==> src/rtl/psram_pkg.sv <==
// Shared types and constants for the tangnano PSRAM QSPI controller.
// States, opcodes, lane directions and shift-engine modes.
package psram_pkg;

  typedef enum logic [3:0] {
    ST_STARTUP,
    ST_RST_EN,
    ST_GAP,
    ST_RST,
    ST_CE_HIGH,
    ST_IDLE,
    ST_CMD,
    ST_ADDR,
    ST_WAIT,
    ST_DATA
  } psram_state_e;

  typedef enum logic [1:0] {
    SH_SPI,
    SH_QOUT,
    SH_QIN
  } shift_mode_e;

  localparam logic [7:0] PSRAM_RESET_ENABLE = 8'h66;
  localparam logic [7:0] PSRAM_RESET        = 8'h99;
  localparam logic [7:0] PSRAM_QUAD_READ    = 8'hEB;
  localparam logic [7:0] PSRAM_QUAD_WRITE   = 8'h38;

  localparam logic [3:0] SIO_DIR_SPI      = 4'b0001;
  localparam logic [3:0] SIO_DIR_QUAD_OUT = 4'b1111;
  localparam logic [3:0] SIO_DIR_IN       = 4'b0000;

  function automatic logic [31:0] msb_word(input logic [7:0] b);
    return {b, 24'h000000};
  endfunction

endpackage

==> src/rtl/psram_shift_engine.sv <==
// SPI bit engine: sclk phases, lane drive/enable and nibble capture.
// A load on the edge that ends the last high phase chains phases seamlessly.
module psram_shift_engine
  import psram_pkg::*;
(
  input  logic        clock,
  input  logic        reset,
  input  logic        load,
  input  shift_mode_e mode,
  input  logic [3:0]  clocks,
  input  logic [31:0] word,
  input  logic [3:0]  sio_in,
  output logic        sclk,
  output logic        ce_n,
  output logic [3:0]  sio_out,
  output logic [3:0]  sio_oe,
  output logic        done,
  output logic [7:0]  rx_next
);

  logic        busy_q;
  logic        sclk_q;
  logic        ce_n_q;
  logic [3:0]  out_q;
  logic [3:0]  oe_q;
  logic [3:0]  left_q;
  logic [31:0] sh_q;
  logic [7:0]  rx_q;
  shift_mode_e mode_q;

  assign sclk    = sclk_q;
  assign ce_n    = ce_n_q;
  assign sio_out = out_q;
  assign sio_oe  = oe_q;
  assign done    = busy_q & sclk_q & (left_q == 4'd0);
  assign rx_next = {rx_q[3:0], sio_in};

  always_ff @(posedge clock) begin
    if (reset) begin
      busy_q <= 1'b0;
      sclk_q <= 1'b0;
      ce_n_q <= 1'b1;
      out_q  <= 4'h0;
      oe_q   <= SIO_DIR_IN;
      left_q <= 4'd0;
      sh_q   <= 32'h0;
      rx_q   <= 8'h00;
      mode_q <= SH_SPI;
    end else begin
      if (busy_q && sclk_q && mode_q == SH_QIN)
        rx_q <= rx_next;
      if (load) begin
        busy_q <= 1'b1;
        ce_n_q <= 1'b0;
        sclk_q <= 1'b0;
        mode_q <= mode;
        left_q <= clocks - 4'd1;
        unique case (mode)
          SH_SPI: begin
            out_q <= {3'b000, word[31]};
            sh_q  <= {word[30:0], 1'b0};
            oe_q  <= SIO_DIR_SPI;
          end
          SH_QOUT: begin
            out_q <= word[31:28];
            sh_q  <= {word[27:0], 4'h0};
            oe_q  <= SIO_DIR_QUAD_OUT;
          end
          default: begin
            out_q <= 4'h0;
            sh_q  <= word;
            oe_q  <= SIO_DIR_IN;
          end
        endcase
      end else if (busy_q) begin
        if (!sclk_q) begin
          sclk_q <= 1'b1;
        end else if (left_q == 4'd0) begin
          busy_q <= 1'b0;
          ce_n_q <= 1'b1;
          sclk_q <= 1'b0;
          out_q  <= 4'h0;
          oe_q   <= SIO_DIR_IN;
        end else begin
          left_q <= left_q - 4'd1;
          sclk_q <= 1'b0;
          unique case (mode_q)
            SH_SPI: begin
              out_q <= {3'b000, sh_q[31]};
              sh_q  <= {sh_q[30:0], 1'b0};
            end
            SH_QOUT: begin
              out_q <= sh_q[31:28];
              sh_q  <= {sh_q[27:0], 4'h0};
            end
            default: out_q <= 4'h0;
          endcase
        end
      end
    end
  end

endmodule

==> src/rtl/psram_qspi_controller.sv <==
// PSRAM QSPI controller: power-up reset sequence, then single-byte
// quad read (0xEB) / quad write (0x38) transactions.
module psram_qspi_controller
  import psram_pkg::*;
#(
  parameter int ADDR_WIDTH     = 23,
  parameter int STARTUP_CYCLES = 4050,
  parameter int CE_HIGH_CYCLES = 4,
  parameter int WAIT_CLOCKS    = 6
) (
  input  logic                  clock,
  input  logic                  reset,
  input  logic                  cmd_valid,
  output logic                  cmd_ready,
  input  logic                  cmd_write,
  input  logic [ADDR_WIDTH-1:0] cmd_addr,
  input  logic [7:0]            cmd_wdata,
  output logic                  rsp_valid,
  output logic [7:0]            rsp_rdata,
  output logic                  init_done,
  output logic                  psram_sclk,
  output logic                  psram_ce_n,
  output logic [3:0]            psram_sio_out,
  output logic [3:0]            psram_sio_oe,
  input  logic [3:0]            psram_sio_in
);

  localparam int CNT_MAX = (STARTUP_CYCLES > CE_HIGH_CYCLES) ?
                           STARTUP_CYCLES : CE_HIGH_CYCLES;
  localparam int CW = $clog2(CNT_MAX + 1);

  psram_state_e          state_q, state_n;
  logic [CW-1:0]         cnt_q, cnt_n;
  logic                  wr_q;
  logic [ADDR_WIDTH-1:0] addr_q;
  logic [7:0]            wdata_q;
  logic [23:0]           addr24;

  logic        ld;
  shift_mode_e ld_mode;
  logic [3:0]  ld_clocks;
  logic [31:0] ld_word;
  logic        done;
  logic        accept;
  logic        rsp_set;
  logic [7:0]  rx_next;

  // Upper address bits beyond ADDR_WIDTH go out as zero.
  assign addr24    = 24'(addr_q);
  assign cmd_ready = (state_q == ST_IDLE);

  always_comb begin
    state_n   = state_q;
    cnt_n     = '0;
    ld        = 1'b0;
    ld_mode   = SH_SPI;
    ld_clocks = 4'd8;
    ld_word   = 32'h0;
    accept    = 1'b0;
    rsp_set   = 1'b0;
    unique case (state_q)
      ST_STARTUP: begin
        if (cnt_q == CW'(STARTUP_CYCLES - 1)) begin
          ld      = 1'b1;
          ld_word = msb_word(PSRAM_RESET_ENABLE);
          state_n = ST_RST_EN;
        end else begin
          cnt_n = cnt_q + 1'b1;
        end
      end
      ST_RST_EN: if (done) state_n = ST_GAP;
      ST_GAP: begin
        if (cnt_q == CW'(CE_HIGH_CYCLES - 1)) begin
          ld      = 1'b1;
          ld_word = msb_word(PSRAM_RESET);
          state_n = ST_RST;
        end else begin
          cnt_n = cnt_q + 1'b1;
        end
      end
      ST_RST: if (done) state_n = ST_CE_HIGH;
      ST_CE_HIGH: begin
        if (cnt_q == CW'(CE_HIGH_CYCLES - 1))
          state_n = ST_IDLE;
        else
          cnt_n = cnt_q + 1'b1;
      end
      ST_IDLE: begin
        if (cmd_valid) begin
          accept  = 1'b1;
          ld      = 1'b1;
          ld_word = msb_word(cmd_write ? PSRAM_QUAD_WRITE
                                       : PSRAM_QUAD_READ);
          state_n = ST_CMD;
        end
      end
      ST_CMD: begin
        if (done) begin
          ld        = 1'b1;
          ld_mode   = SH_QOUT;
          ld_clocks = 4'd6;
          ld_word   = {addr24, 8'h00};
          state_n   = ST_ADDR;
        end
      end
      ST_ADDR: begin
        if (done) begin
          ld = 1'b1;
          if (wr_q) begin
            ld_mode   = SH_QOUT;
            ld_clocks = 4'd2;
            ld_word   = msb_word(wdata_q);
            state_n   = ST_DATA;
          end else begin
            ld_mode   = SH_QIN;
            ld_clocks = 4'(WAIT_CLOCKS);
            state_n   = ST_WAIT;
          end
        end
      end
      ST_WAIT: begin
        if (done) begin
          ld        = 1'b1;
          ld_mode   = SH_QIN;
          ld_clocks = 4'd2;
          state_n   = ST_DATA;
        end
      end
      ST_DATA: begin
        if (done) begin
          rsp_set = ~wr_q;
          state_n = ST_CE_HIGH;
        end
      end
      default: state_n = ST_STARTUP;
    endcase
  end

  always_ff @(posedge clock) begin
    if (reset) begin
      state_q   <= ST_STARTUP;
      cnt_q     <= '0;
      wr_q      <= 1'b0;
      addr_q    <= '0;
      wdata_q   <= 8'h00;
      rsp_valid <= 1'b0;
      rsp_rdata <= 8'h00;
      init_done <= 1'b0;
    end else begin
      state_q   <= state_n;
      cnt_q     <= cnt_n;
      rsp_valid <= rsp_set;
      if (rsp_set)
        rsp_rdata <= rx_next;
      if (state_n == ST_IDLE)
        init_done <= 1'b1;
      if (accept) begin
        wr_q    <= cmd_write;
        addr_q  <= cmd_addr;
        wdata_q <= cmd_wdata;
      end
    end
  end

  psram_shift_engine u_eng (
    .clock   (clock),
    .reset   (reset),
    .load    (ld),
    .mode    (ld_mode),
    .clocks  (ld_clocks),
    .word    (ld_word),
    .sio_in  (psram_sio_in),
    .sclk    (psram_sclk),
    .ce_n    (psram_ce_n),
    .sio_out (psram_sio_out),
    .sio_oe  (psram_sio_oe),
    .done    (done),
    .rx_next (rx_next)
  );

endmodule

==> config.mk <==
export PLATFORM = sky130hd
export DESIGN_NAME = psram_qspi_controller
export DESIGN_NICKNAME = d
export VERILOG_FILES = /design/src/rtl/psram_pkg.sv /design/src/rtl/psram_shift_engine.sv /design/src/rtl/psram_qspi_controller.sv
export SDC_FILE = /design/constraint.sdc
export NUM_CORES = 1
export LEC_CHECK = 0
export CAP_MARGIN = 25
export CORE_ASPECT_RATIO = 1.25
export CORE_MARGIN = 1.5
export CORE_UTILIZATION = 45
export CTS_BUF_LIST = sky130_fd_sc_hd__clkbuf_4 sky130_fd_sc_hd__clkbuf_8
export DETAILED_ROUTE_END_ITERATION = 16
export MAX_ROUTING_LAYER = met4
export PLACE_DENSITY = 0.69
export SYNTH_ARGS = -nofsm -noshare
export SYNTH_HDL_FRONTEND = slang
export SYNTH_SLANG_ARGS = --single-unit
export TNS_END_PERCENT = 1
==> constraint.sdc <==
create_clock -name clock -period 2.3 [get_ports clock]
set_input_delay 0.23 -clock clock [delete_from_list [all_inputs] [get_ports clock]]
set_output_delay 0.23 -clock clock [all_outputs]
set_load 0.01 [all_outputs]
# Word-level counts from Yosys, hierarchy flattened
# Index checks and enable logic that the tools add are counted.
[op_classes]
n_addsub = 3
eq_ne = 16
n_mux = 70
bitwise_logic = 3
reduce_logical = 18
[op_table]
columns = ["op", "n"]
rows = [
  ["$mux 32", 8],
  ["$pmux 32 s5", 1],
  ["$pmux 32 s2", 2],
  ["$mux 4", 24],
  ["$mux 31", 2],
  ["$pmux 4 s9", 1],
  ["$mux 12", 2],
  ["$pmux 12 s2", 1],
  ["$pmux 4 s2", 3],
  ["$eq 4x3->1 const B", 5],
  ["$mux 1", 18],
  ["$add 12x1->12 const B", 1],
  ["$eq 12x12->1 const B", 1],
  ["$eq 12x2->1 const B", 1],
  ["$pmux 4 s3", 1],
  ["$eq 4x2->1 const B", 2],
  ["$eq 4x4->1 const B", 2],
  ["$logic_not 4->1", 2],
  ["$mux 8", 1],
  ["$sub 4x1->4 const B", 2],
  ["$mux 2", 3],
  ["$pmux 2 s3", 1],
  ["$reduce_and 3->1", 2],
  ["$reduce_bool 2->1", 3],
  ["15 further kinds", 21],
]
[totals]
regBits = 111
in_bits = 39
wordCells = 127

# Depth between registers and ports, before layout
# Gate-level depths: netlist of the first run.
[depth]
ltp_word = 7
mapped_depth = 11
ltp_nobuf = 11

# Cells and area by module
# Synthesis of the first run repeated with hierarchy kept, for this count alone.
[hier_totals]
hier_cells = 724
area_unflattened_um2 = 6276.0
[by_module_without_submodules]
columns = ["mod", "instances", "cells_each", "area_each_um2", "seq_area_each_um2"]
rows = [
  ["psram_shift_engine", 1, 393, 3572.2, 1021.0],
  ["psram_qspi_controller", 1, 331, 2703.8, 1161.1],
]

# Worst setup path after synthesis of the first run
# Ideal clock, no wire load.
[synth_timing]
kind = "register -> register"
from = "register state_q[0]"
to = "register u_eng.left_q[2]"
setup_time_ns = 0.058
arrival_time_ns = 2.379
setup_slack_ns = -0.136
path_stages_with_launch = 12
cell_sequence = "dfxtp_1 > buf_2 > and4bb_1 > and2_1 > clkbuf_1 > a211o_2 > nor2_2 > a21oi_1 > ha_1 > xor2_1 > a311oi_1 > a21o_1"
[synth_via]
word_cells_on_any_way = 15
[synth_rtl]
columns = ["item", "line_no", "rtl"]
rows = [
  ["start, declared", "psram_qspi_controller.sv:32", "psram_state_e state_q, state_n;"],
  ["start signal, assigned", "psram_qspi_controller.sv:150", "state_q <= state_n;"],
  ["$eq 4x3->1 (*)", "-", ""],
  ["via cmd_ready", "psram_qspi_controller.sv:14", "output logic cmd_ready,"],
  ["$pmux 1 s4 (*)", "psram_qspi_controller.sv:61", "unique case (state_q)"],
  ["$ne 2x2->1 (no line) or $reduce_bool 2->1 (tied branches)", "-", ""],
  ["$reduce_and 3->1 (no line)", "-", ""],
  ["end signal, assigned", "psram_shift_engine.sv:57", "left_q <= clocks - 4'd1;"],
  ["end signal, assigned", "psram_shift_engine.sv:85", "left_q <= left_q - 4'd1;"],
  ["end, declared", "psram_shift_engine.sv:26", "logic [3:0] left_q;"],
]
# Mark *: on every way through the listed nets, which the timed path passes. The rest lies on a longest branch.
# A chain may end at the register's enable or synchronous reset.

# Worst setup path in the final report of the first run
[layout_timing]
from = "register state_q[1]"
to = "register u_eng.left_q[2]"
[layout_via]
elab_chain_cells = 5
word_cells_on_any_way = 15
[layout_rtl]
columns = ["item"]
rows = [
  ["parallel branches: the longest is 5 deep, another holds $sub 4x1->4"],
]
# Several ways; the timed one is not identified.

==> out/results.ini, run 1 <==
[run_status]
status=finished clean

[global_route]
grt_start_max_net_pins=37
grt-ovfl-total=0
antenna_found_initial=0
grt_pass1_vias=4075
grt_first_pass_wirelength_um=19900
grt_usage_pct=22.6

[power_and_ir_drop]
p_leak_nw=2.13
power.internal_mw=2.35
peakVddDrop_mv=0.372
cellPowerDensity_mw_per_mm2=518
power.switching_mw=0.705
swShare_pct=23.1
total_power_mw=3.05
pwr-share-seq_pct=57.8
clock_power_share_pct=36.3
combPwrFrac_pct=5.8

[timing]
drv_slew=0
clock-skew-final_ns=0.0119
period_share_pct=94.8
min_period_ns=2.18
setup_viol=0
clock.fmax_ghz=0.459
hold_violations=0
worstMarginPinSlew_ns=0.722
slew_headroom_pct=51.9

[synth]
ys_async_sr_fraction_pct=0
synth_edf_count=0
ys_seq_area_share_pct=42.3
syn_inst=577
synth_top_family_by_area=simple AND/OR/NAND/NOR gates
ys_ff_latch=101
synth_ff_type=dfxtp_1
synth_top_area_share_pct=42.3
synth_fa_ha_area_share_pct=0.785
yosysWarnings=0
synthXorXnorAreaFrac_pct=2.56
netlist_area_mm2=0.00478
synth.area.top_cells=dfxtp_1 42%, nand2_1 7.9%, mux2i_1 6.9%, a21oi_1 6.4%, nor2_1 4.2%
syn_nets=619
synthSimpleGateAreaFrac_pct=24.6
synthMuxAreaShare_pct=7.14
synth-compound-area-share_pct=17.8
syn-mean-instance-area_um2=8.29
ys_types=61
synth_top_area_cell=dfxtp_1
yosys-top-cells-count=101 x dfxtp_1, 101 x nand2_1, 61 x a21oi_1

[die]
fp-row-count=41
dieArea_mm2=0.0113
core_area_mm2=0.0102
top_level_ports=60
die_h_um=118
die_x_um=95.2
start_util_pct=46.8

[setup_path]
cp.buffers_inverters=0
path_cells=or4b_4, a211oi_4, a211o_4, nor2_4, a21oi_2, ha_2, xor2_1, a311oi_1, a21o_1
crit_required_ns=2.58
crit_type=reg2reg
max_stage_delay_ns=0.57
arrival_ns=2.46
end_kind=flop
crit_path_start_kind=flop
cp_top_family=compound AO/OA/AOI/OAI gates
cp_slowest_cell=or4b_4
crit_fanout=7

[cells_and_area]
drive_gt1_share_pct=12.0
area_growth_pct=23.3
final_cells=779
finalNetCount=687
diodes=0

[placement]
portBuffers=59
gp_congestion=0.895
dp_cells=763
detailed_place_hpwl_um=8600

[cts]
hold_buffers=0
clkLatencyLatePin_ns=0.38
cts_num_sinks=101
root_buffer=clkbuf_8
clockBufferDepth=2
clkTransAtPathRegs_ns=0.10
ctsHtreeMaxLevel=3
cts_buffers=9
tritoncts=yes

[route]
first_pass_iters=5
wl_per_cell_um=15.5
wl_um=12100
drtIter0Drc=204
drtAntennaViolNets=0
viasPerCell=5.61
post-route-drc-count=0
vias=4373

[job]
drv_cap=0

[min_path]
hp-class=in2reg

[worst min-delay path: cells and delay by family]
family | cells | cell delay, ns
AO/OA/AOI/OAI | 1 | 0.05
buffers and inverters | 1 | 0.39
AND/OR/NAND/NOR | 1 | 0.06
[worst paths after layout]
path	start	to	slack, ns	cells after the start
worst max-delay path	state_q[1]$_SDFF_PP0_	u_eng.left_q[2]$_SDFFE_PP0P_	0.12	9
worst min-delay path	cmd_addr[12]	addr_q[12]$_SDFFE_PP0P_	0.39	3
worst max register to register	state_q[1]$_SDFF_PP0_	u_eng.left_q[2]$_SDFFE_PP0P_	0.12	9
worst min register to register	init_done$_SDFFE_PP0N_	init_done$_SDFFE_PP0N_	0.45	2
[placed cells by master (no fill, tap or decap), types with 3 or more instances in the layout]
cell type and n:
a31oi_1 10, inv_1 7, nor4_1 5, a2bb2oi_1 13, a211oi_1 7, nand2_1 101, nor3_1 3, buf_4 43
clkdlybuf4s50_1 58, o21ai_0 4, nand3b_1 3, mux2i_1 33, clkbuf_4 3, dfxtp_1 101, nand4_1 7, and3_1 5
or3_1 3, o2111ai_1 3, o22ai_1 3, a21o_1 6, a21oi_1 60, and2_1 4, nand2b_1 11, clkbuf_8 11
xor2_1 5, nor2b_1 4, nand3_1 28, xnor2_1 9, nor2_1 53
[per-layer routing]
layer  track usage (%)  routed length, um  share of wire (%)
met2              36.1               6100                 51
met5                 -                  0                  0
met3              3.22                476                3.9
met1              28.6               5300                 44
met4              8.49                187                1.5
[state kept, by name, indices dropped and copies added, names as in the netlist, 2 cells and up]
signal,cells
u_eng.left_q,4
u_eng.sio_out,4
u_eng.mode_q,2
u_eng.sio_oe,2
u_eng.sh_q,24
cnt_q,12
u_eng.rx_q,4
rsp_rdata,8
wdata_q,8
state_q,4
addr_q,23
[kinds of logic after synthesis]
group | after synthesis
AOI/OAI and AO/OA | 129
xor gates and xnor gates | 14
adders and majority gates | 3
buffers and inverters | 52
DFF | 101
muxes | 34
and+or+nand+nor | 244
[timing repair]
item / CTS / global route
endpoints found under the hold margin: 0 / 0
resized for setup: 0 / 4
endpoints found under the setup margin: 0 / 4
setup buffers: 0 / 0
[layout make-up]
class                      instances  area (um^2)
clock inverter                     2         16.3
timing repair buffer             102          908
inverter                           7         26.3
sequential                       101         2020
fill                             930         4310
multi-input combinational        424         2590
tap                              129          161
clock buffer                      14          174
[metrics by stage]
| step | area, um^2 | hold slack (ns) | setup TNS (ns) | util [%] | setup WS [ns] |
|---|---|---|---|---|---|
| after CTS | 5870 | 0.382 | 0 | 57.5 | 0.0560 |
| after global placement | 5680 | 0.433 | 0 | 55.6 | 0.151 |
| after floorplan | 4810 | 0.366 | 0 | - | 0.000909 |
| final | 5900 | 0.387 | 0 | 57.8 | 0.119 |
| after global routing | 5900 | 0.393 | -0.0559 | 57.8 | -0.0559 |
| after detailed placement | 5680 | 0.443 | 0 | 55.6 | 0.0576 |
[power by group through the flow]
stage          registers, mW  logic [mW]  clock network (mW)
4_1_cts                 1.76       0.175                1.12
3_5_place_dp            1.81       0.174                   0
6_report                1.76       0.178                1.11
5_1_grt                 1.77       0.196                1.20
3_3_place_gp            1.80       0.173                   0
2_1_floorplan           1.80      0.0792                   0
Power figures use the tool's default switching activity.
==> inputs of run 2 (changes only) <==
Settings changed: ABC_AREA set to 1, PLACE_DENSITY 0.69 to 0.68, SYNTH_HIERARCHICAL set to 1.
==> out/results.ini, run 2 <==
[run_status]
status=finished clean  ; unchanged

[cts]
ctsHtreeMaxLevel=3  ; unchanged
root_buffer=clkbuf_8  ; unchanged
tritoncts=yes  ; unchanged
cts_buffers=9  ; unchanged
clkLatencyLatePin_ns=0.39  ; was 0.38 ns
clkTransAtPathRegs_ns=0.10  ; about the same
clockBufferDepth=2  ; unchanged
cts_num_sinks=109  ; was 101

[setup_path]
path_cells=nand2_2, buf_4, nor2_4, nand2_4, nand4_1, clkinv_4, buf_2, buf_4, nand3_1, nand3_1, nor2_1, nor2_1  ; was or4b_4, a211oi_4, a211o_4, nor2_4, a21oi_2, ha_2, xor2_1, a311oi_1, a21o_1
end_kind=flop  ; unchanged
crit_type=reg2reg  ; unchanged
crit_required_ns=2.57  ; was 2.58 ns
crit_fanout=8  ; was 7
cp_slowest_cell=dfxtp_1  ; was or4b_4
cp_top_family=simple AND/OR/NAND/NOR gates  ; was compound AO/OA/AOI/OAI gates
cp.buffers_inverters=4  ; was 0
crit_path_start_kind=flop  ; unchanged
max_stage_delay_ns=0.46  ; was 0.57 ns
arrival_ns=2.42  ; was 2.46 ns

[route]
viasPerCell=4.86  ; was 5.61
wl_per_cell_um=12.3  ; was 15.5 um
drtAntennaViolNets=0  ; unchanged
wl_um=15100  ; was 12100 um
post-route-drc-count=0  ; unchanged
first_pass_iters=5  ; unchanged
drtIter0Drc=324  ; was 204
vias=5927  ; was 4373

[timing]
clock-skew-final_ns=0.0203  ; was 0.0119 ns
clock.fmax_ghz=0.464  ; was 0.459 GHz
min_period_ns=2.16  ; was 2.18 ns
rsz0062_at_grt=yes
hold_violations=0  ; unchanged
tns_ns=0  ; unchanged
drv_slew=0  ; unchanged
setup_viol=0  ; unchanged
period_share_pct=93.7  ; was 94.8%

[cells_and_area]
area_growth_pct=19.1  ; was 23.3%
drive_gt1_share_pct=7.34  ; was 12.0%
finalNetCount=1086  ; was 687
reg.largest.list=u_eng/sh_q (32), addr_q (23), cnt_q (12)  ; was u_eng.sh_q (24), addr_q (23), cnt_q (12)
final_cell_mix=289 x nand2_1, 117 x inv_1, 106 x dfxtp_1  ; was 101 x nand2_1, 101 x dfxtp_1, 60 x a21oi_1
design_area_mm2=0.00721  ; was 0.00590 mm^2
top_register=u_eng/sh_q  ; was u_eng.sh_q
final_util_pct=54.7  ; was 57.8%
diodes=0  ; unchanged
largest_reg_flops=32  ; was 24
final_common_cell=nand2_1

[power_and_ir_drop]
p_leak_nw=3.09  ; was 2.13 nW
cellPowerDensity_mw_per_mm2=456  ; was 518 mW/mm^2
peakVddDrop_mv=0.274  ; was 0.372 mV

[synth]
yosysWarnings=6  ; was 0
ys_ff_latch=109  ; was 101
ys_seq_area_share_pct=36.1  ; was 42.3%
synth_top_area_share_pct=36.1  ; was 42.3%
netlist_area_mm2=0.00605  ; was 0.00478 mm^2
synth.most_common_cell=nand2_1
syn-mean-instance-area_um2=6.20  ; was 8.29 um^2
yosys-top-cells-count=290 x nand2_1, 117 x inv_1, 109 x dfxtp_1  ; was 101 x dfxtp_1, 101 x nand2_1, 61 x a21oi_1
syn_inst=975  ; was 577
synth_edf_count=0  ; unchanged
ys_types=35  ; was 61
ys_async_sr_fraction_pct=0  ; unchanged
synth.area.top_cells=dfxtp_1 36%, nand2_1 18%, a21oi_1 8.6%, inv_1 7.3%, nand3_1 7.1%  ; was dfxtp_1 42%, nand2_1 7.9%, mux2i_1 6.9%, a21oi_1 6.4%, nor2_1 4.2%
synth_ff_type=dfxtp_1  ; unchanged
synth_top_area_cell=dfxtp_1  ; unchanged

[die]
fp-row-count=47  ; was 41
core_area_mm2=0.0132  ; was 0.0102 mm^2
start_util_pct=45.9  ; was 46.8%
dieArea_mm2=0.0141  ; was 0.0113 mm^2
top_level_ports=60  ; unchanged
die_x_um=107  ; was 95.2 um
die_h_um=133  ; was 118 um

[global_route]
grt-ovfl-total=0  ; unchanged
antenna_found_initial=0  ; unchanged
grt_first_pass_wirelength_um=25700  ; was 19900 um
grt_start_max_net_pins=48  ; was 37
grt_pass1_vias=5531  ; was 4075
grt_usage_pct=22.6  ; about the same

[min_path]
hp-class=in2reg  ; unchanged

[job]
drv_cap=0  ; unchanged

[placement]
gp_congestion=0.870  ; was 0.895
portBuffers=59  ; unchanged
post_dp_cell_area_mm2=0.00691  ; was 0.00568 mm^2
detailed_place_hpwl_um=10600  ; was 8600 um

## run 2: final timing paths
kind,startpoint,end,slack (ns),depth (start not counted)
max,state_q[2]$_SDFF_PP0_,u_eng/sio_out[0]$_SDFFE_PP0P_,0.14,12
min,cmd_wdata[5],wdata_q[5]$_SDFFE_PP0P_,0.39,3
max reg2reg,state_q[2]$_SDFF_PP0_,u_eng/sio_out[0]$_SDFFE_PP0P_,0.14,12
min reg2reg,cnt_q[0]$_SDFF_PP0_,cnt_q[0]$_SDFF_PP0_,0.45,1
## run 2: stage by stage
stage / cells / setup WS [ns] / power (mW) / hold WS [ns]
after floorplan: 999 / 0.0713 / 2.00 / 0.299
after global placement: 1200 / 0.168 / 2.08 / 0.437
after detailed placement: 1200 / 0.153 / 2.08 / 0.441
after CTS: 1216 / 0.138 / 3.32 / 0.381
after global routing: 1220 / -0.0270 / 3.40 / 0.399
final: 1220 / 0.144 / 3.29 / 0.394
## run 2: layer usage
| layer | GRT usage [%] | share of wire (%) | vias up |
|---|---|---|---|
| met2 | 37.0 | 48 | 135 |
| met5 | - | 0 | - |
| met4 | 6.44 | 1.2 | 0 |
| met3 | 3.40 | 4.3 | 14 |
| li1 | - | - | 3180 |
| met1 | 28.9 | 46 | 2598 |
## run 2: cell families after synthesis
logic type,share of synthesized area (%)
compound gates,13.9
xor+xnor,1.30
fa+ha+maj,0.621
buf+inv,12.4
flops,36.1
other cells,0.0620
simple gates,35.6
## run 2: report_power, final
group          internal (mW)  switching, mW
registers               1.89        0.00520
logic                 0.0770         0.0652
clock network          0.531          0.716
total                   2.50          0.787
## run 2: cell type report
class	count	area, um^2
repair buffers	90	891
well taps	171	214
inverters	119	452
clock buffers	9	124
clock inverters	7	90.1
multi-input cells	715	3250
flip-flops and latches	109	2190
fillers	1381	5970
## run 2: timing repair
item,4_1_cts,5_1_grt
resized for setup,0,19
setup endpoints to repair,0,35
hold buffers,0,0
setup buffers,0,4
## run 2: worst register-to-register path, stage by stage, from the launching register on
cell and delay (ns):
dfxtp_1 0.46, nand2_2 0.13, buf_4 0.17, nor2_4 0.17
nand2_4 0.06, nand4_1 0.20, clkinv_4 0.15, buf_2 0.20
buf_4 0.15, nand3_1 0.09, nand3_1 0.08, nor2_1 0.14
nor2_1 0.06
